`config.mk`:
```
export PLATFORM = sky130hd
export DESIGN_NAME = ad9648_controller
export DESIGN_NICKNAME = d
export VERILOG_FILES = /design/src/rtl/ad9648_controller.sv
export SDC_FILE = /design/constraint.sdc
export NUM_CORES = 1
export LEC_CHECK = 0
export CAP_MARGIN = 20
export CORE_ASPECT_RATIO = 0.9
export CORE_MARGIN = 8
export CORE_UTILIZATION = 43
export CTS_CLUSTER_DIAMETER = 80
export CTS_CLUSTER_SIZE = 16
export DETAILED_ROUTE_END_ITERATION = 6
export MAX_ROUTING_LAYER = met4
export PLACE_DENSITY = 0.82
export SYNTH_ARGS = -nofsm -noshare
export SYNTH_HDL_FRONTEND = slang
export SYNTH_SLANG_ARGS = --single-unit
```
`constraint.sdc`:
```
create_clock -name clk_in -period 1.6 [get_ports clk_in]
set_clock_uncertainty 0.15 [all_clocks]
set_input_delay 0.32 -clock clk_in [delete_from_list [all_inputs] [get_ports clk_in]]
set_output_delay 0.32 -clock clk_in [all_outputs]
set_load 0.01 [all_outputs]
```
`src/rtl/ad9648_controller.sv`:
```
// rtl/ad9648_controller.sv - AD9648 dual-channel capture front end (optional peak detect: AD9648_PEAK_EN)
module ad9648_controller #(
  parameter int bit_width   = 14,
  parameter int WAKE_CYCLES = 16
) (
  input  logic                 clk_in,
  input  logic                 rst_in,
  input  logic                 enable_in,
  input  logic [bit_width-1:0] data_a_in,
  input  logic [bit_width-1:0] data_b_in,
  input  logic                 overrange_a_in,
  input  logic                 overrange_b_in,
  input  logic                 clr_ovr_in,
  output logic                 adc_enable_out,
  output logic [bit_width-1:0] data_a_out,
  output logic [bit_width-1:0] data_b_out,
  output logic                 valid_out,
  output logic                 ovr_a_out,
  output logic                 ovr_b_out,
  output logic [bit_width-1:0] peak_a_out,
  output logic [bit_width-1:0] peak_b_out
);

  localparam int CW = (WAKE_CYCLES > 1) ? $clog2(WAKE_CYCLES) : 1;
  localparam logic [CW-1:0] CNT_LOAD = CW'(WAKE_CYCLES - 1);

  typedef enum logic [1:0] {ST_IDLE, ST_WAKE, ST_RUN} state_t;

  state_t              state_q, state_d;
  logic [CW-1:0]       cnt_q, cnt_d;
  logic                adc_en_q, adc_en_d;
  logic                valid_q, valid_d;

  logic [bit_width-1:0] in_a_q, in_b_q;
  logic                 or_a_q, or_b_q;
  logic [bit_width-1:0] conv_a, conv_b;
  logic [bit_width-1:0] dout_a_q, dout_a_d, dout_b_q, dout_b_d;
  logic                 ovr_a_q, ovr_a_d, ovr_b_q, ovr_b_d;

  // State register
  always_ff @(posedge clk_in) begin
    if (rst_in) begin
      state_q <= ST_IDLE;
    end else begin
      state_q <= state_d;
    end
  end

  // Next-state logic: wake-up sequencing, any drop of enable returns to IDLE
  always_comb begin
    state_d = state_q;
    case (state_q)
      ST_IDLE: if (enable_in) state_d = ST_WAKE;
      ST_WAKE: begin
        if (!enable_in)       state_d = ST_IDLE;
        else if (cnt_q == '0) state_d = ST_RUN;
      end
      ST_RUN:  if (!enable_in) state_d = ST_IDLE;
      default: state_d = ST_IDLE;
    endcase
  end

  // Output/counter next values; valid is gated by enable so it drops with adc_enable
  always_comb begin
    cnt_d    = cnt_q;
    case (state_q)
      ST_IDLE: cnt_d = enable_in ? CNT_LOAD : '0;
      ST_WAKE: begin
        if (!enable_in)       cnt_d = '0;
        else if (cnt_q != '0) cnt_d = cnt_q - 1'b1;
      end
      default: cnt_d = '0;
    endcase
    adc_en_d = (state_d != ST_IDLE);
    valid_d  = (state_q == ST_RUN) && enable_in;
  end

  // Control registers driven from the FSM output logic
  always_ff @(posedge clk_in) begin
    if (rst_in) begin
      cnt_q    <= '0;
      adc_en_q <= 1'b0;
      valid_q  <= 1'b0;
    end else begin
      cnt_q    <= cnt_d;
      adc_en_q <= adc_en_d;
      valid_q  <= valid_d;
    end
  end

  // Input stage: pins are captured every cycle so A and B share one edge
  always_ff @(posedge clk_in) begin
    if (rst_in) begin
      in_a_q <= '0;
      in_b_q <= '0;
      or_a_q <= 1'b0;
      or_b_q <= 1'b0;
    end else begin
      in_a_q <= data_a_in;
      in_b_q <= data_b_in;
      or_a_q <= overrange_a_in;
      or_b_q <= overrange_b_in;
    end
  end

  // Offset binary to two's complement, plus output hold and sticky overrange next values
  always_comb begin
    conv_a   = {~in_a_q[bit_width-1], in_a_q[bit_width-2:0]};
    conv_b   = {~in_b_q[bit_width-1], in_b_q[bit_width-2:0]};
    dout_a_d = valid_d ? conv_a : dout_a_q;
    dout_b_d = valid_d ? conv_b : dout_b_q;
    ovr_a_d  = (valid_d && or_a_q) ? 1'b1 : (clr_ovr_in ? 1'b0 : ovr_a_q);
    ovr_b_d  = (valid_d && or_b_q) ? 1'b1 : (clr_ovr_in ? 1'b0 : ovr_b_q);
  end

  // Output stage registers
  always_ff @(posedge clk_in) begin
    if (rst_in) begin
      dout_a_q <= '0;
      dout_b_q <= '0;
      ovr_a_q  <= 1'b0;
      ovr_b_q  <= 1'b0;
    end else begin
      dout_a_q <= dout_a_d;
      dout_b_q <= dout_b_d;
      ovr_a_q  <= ovr_a_d;
      ovr_b_q  <= ovr_b_d;
    end
  end

`ifdef AD9648_PEAK_EN
  localparam logic [bit_width-1:0] MIN_NEG = {1'b1, {(bit_width-1){1'b0}}};
  localparam logic [bit_width-1:0] MAX_POS = ~MIN_NEG;

  logic [bit_width-1:0] mag_a, mag_b;
  logic [bit_width-1:0] peak_a_q, peak_a_d, peak_b_q, peak_b_d;

  function automatic logic [bit_width-1:0] abs_sat(input logic [bit_width-1:0] s);
    if (s == MIN_NEG)         return MAX_POS;
    else if (s[bit_width-1])  return -s;
    else                      return s;
  endfunction

  // Peak next values: a clear coinciding with a sample restarts from that sample
  always_comb begin
    mag_a    = abs_sat(conv_a);
    mag_b    = abs_sat(conv_b);
    peak_a_d = peak_a_q;
    peak_b_d = peak_b_q;
    if (valid_d) begin
      if (clr_ovr_in || (mag_a > peak_a_q)) peak_a_d = mag_a;
      if (clr_ovr_in || (mag_b > peak_b_q)) peak_b_d = mag_b;
    end else if (clr_ovr_in) begin
      peak_a_d = '0;
      peak_b_d = '0;
    end
  end

  // Peak registers
  always_ff @(posedge clk_in) begin
    if (rst_in) begin
      peak_a_q <= '0;
      peak_b_q <= '0;
    end else begin
      peak_a_q <= peak_a_d;
      peak_b_q <= peak_b_d;
    end
  end

  assign peak_a_out = peak_a_q;
  assign peak_b_out = peak_b_q;
`else
  assign peak_a_out = '0;
  assign peak_b_out = '0;
`endif

  assign adc_enable_out = adc_en_q;
  assign valid_out      = valid_q;
  assign data_a_out     = dout_a_q;
  assign data_b_out     = dout_b_q;
  assign ovr_a_out      = ovr_a_q;
  assign ovr_b_out      = ovr_b_q;

endmodule

```
==> metrics.txt <==
htree depth 3; Final min period 1.46 ns; row count 26; status finished clean; # Max-Cap Violations 0; Fmax achieved 0.685 GHz; GR Util met1 0.115; io pins 94; worst path arrival time 1.55 ns; Detail Placement HPWL 3.37 mm; worst r2r path cells 5; Placer Congestion 0.737; Initial Utilization 0.435; CP Data Required Time 1.69 ns; TritonCTS clock tree done; Worst Tran Pin Value 0.576 ns; Final Setup Violations 0; Final Hold Fails 0; count of pins over their slew limit 0; Starting DRT DRC Count 21; post-synthesis sequential area ratio 0.566; cts hold-fix bufs 0; Critical Path Max Stage Delay between 0.3 and 0.4 ns; final net count 358; clock root buffer clkbuf_8; r2r setup slk ~0.14 ns; TritonCTS Buffers 9; FF-to-FF End cnt_q[1]; most common cell after layout, fill and taps aside dfxtp_1; CTS Buffer Depth 2; pwr dens 1070 mW/mm^2; critical path endpoint category flop; synth warn 0; CP Launch Type flop; Vias/cell 4.34; Fill cells 504; met2 usage 0.193; Avg Cell Area, Syn 9.39 um^2; Final Cycle Share 0.913; most frequent cells in the layout dfxtp_1, nand2_1, nor2b_1, clkdlybuf4s50_1, dlygate4sd2_1; Die X-Extent 94.8 um; Worst Hold Launch rst_in; slew margin rel. 0.616; Residual DRC 0; Worst-Skew Late Latency 0.33 ns; Die H 86.9 um; clk sinks 68; Worst Path Class, Setup reg2reg; n_diodes 0; total power draw around 3.4 mW; Yosys reg bits 68; Synth cell types 24; layout cells sized above 1 0.0736; clock slew at reported path FFs 0.07 ns; drt wl/cell 12.0 um; ANT nets after route 0; Cells after Synth roughly 260; crit-path cells inv_1 -> ha_1 -> nor3b_4 -> nor2_1 -> a311oi_2; Top Usage Layer GRT met2; P_leak ~1.4 nW; gr usage total 0.118; total detailed-routing wirelength 4.77 mm; RSZ-0062 raised after global routing no; Area growth, synth to finish 33.0%; global-route wire length before repair ~7.3 mm; initial antenna violation count 0; die area 0.00824 mm^2; crit-path max FO 4; hold endpoint adc_enable_out; CP max-delay cell dfxtp_1; peak supply drop around 0.55 mV; pin count of the biggest net entering global routing 61; final hold slack 0.224 ns; hold path depth 4; core footprint ~0.0055 mm^2; Initial DRT Pass Iterations 4; Via Count 1718; port bufs 65; global route total overflow 0; synthesized area 0.00240 mm^2; GR Layer Usage met3 0.0474; vias in the first global route 1699; worst r2r src cnt_q[1]; Tightest Hold Check Type in2reg
-- sequential cells by signal, indices dropped and copies added, names as in the netlist, 2 cells and up --
signal      cells
data_a_out     14
in_b_q         14
state_q         2
cnt_q           4
in_a_q         14
data_b_out     14
-- how the worst max path moves through the flow --
stage,from,endpoint,slack (ns),depth (start not counted)
finish,cnt_q[1],cnt_q[1],0.14,5
global route,cnt_q[0],cnt_q[1],0.04,5
CTS,cnt_q[1],cnt_q[1],0.10,5
detailed placement,enable_in,data_a_out[13],-0.16,5
global placement,enable_in,data_b_out[13],-0.11,5
floorplan,cnt_q[0],cnt_q[1],0.19,5
-- power by group --
group          leakage [nW]  internal (mW)  switching, mW
clock                 0.103          0.841          0.569
combinational         0.721          0.133          0.115
sequential            0.558           1.75         0.0194
total                  1.38           2.72          0.703
-- cell type report --
cell class,count,area (um^2),area share
tap,70,87.6,0.0274
multi-input combinational,170,861,0.269
inverter,2,7.51,0.00235
sequential,68,1360,0.426
timing repair buffer,71,676,0.211
clock inverter,1,30.0,0.00940
clock buffer,14,173,0.0540
-- worst max-delay path, delay by kind of cell, from the launching register on --
kind | cells | cell delay, ns
adder cells (fa/ha/maj) | 1 | 0.18
AO/OA/AOI/OAI | 1 | 0.26
buffers and inverters | 1 | 0.10
flip-flops | 1 | 0.31
AND/OR/NAND/NOR | 2 | 0.37
-- synth_stat cells, drive strengths merged --
cell type | n | area [um^2]
clkbuf | 7 | 26.3
or3 | 2 | 12.5
xnor2 | 2 | 17.5
nand2 | 55 | 206
conb | 1 | 3.75
buf | 36 | 255
nor2 | 6 | 22.5
nand3b | 1 | 11.3
dfxtp | 68 | 1360
nor2b | 32 | 200
a31oi | 1 | 12.5
or2 | 1 | 6.26
a211oi | 2 | 15.0
o21bai | 1 | 7.51
inv | 2 | 7.51
nand2b | 1 | 6.26
nor3b | 2 | 20.0
a21oi | 31 | 155
ha | 2 | 25.0
o21a | 1 | 7.51
and3b | 1 | 8.76
a311oi | 1 | 15.0
-- repair_timing --
| item | in CTS | in global routing |
|---|---|---|
| resized for setup | 32 | 1 |
| endpoints found under the setup margin | 32 | 1 |
| buffers inserted | 0 | 0 |
| gates cloned | 0 | 0 |
-- layer usage --
| metal | vias up | wire, um |
|---|---|---|
| met5 | - | 0 |
| met2 | 59 | 2260 |
| li1 | 879 | - |
| met4 | 0 | 95 |
| met1 | 772 | 1920 |
| met3 | 8 | 491 |
-- cells by family after synthesis --
family,count (synthesis),synth area share
buffers and inverters,45,0.120
AO/OA/AOI/OAI,37,0.0885
adder cells (fa/ha/maj),2,0.0104
AND/OR/NAND/NOR,101,0.206
flip-flops,68,0.566
XOR/XNOR,2,0.00729
other,1,0.00156
-- stage by stage --
stage	setup WS (ns)	util	setup TNS, ns	instances	instance area [um^2]
after floorplan	0.192	-	0	283	2500
after global placement	-0.113	0.547	-1.31	381	3030
after detailed placement	-0.157	0.547	-3.01	381	3030
after CTS	0.104	0.577	0	396	3190
after global routing	0.0365	0.578	0	396	3200
final	0.139	0.578	0	396	3200
Power figures use the tool's default switching activity.
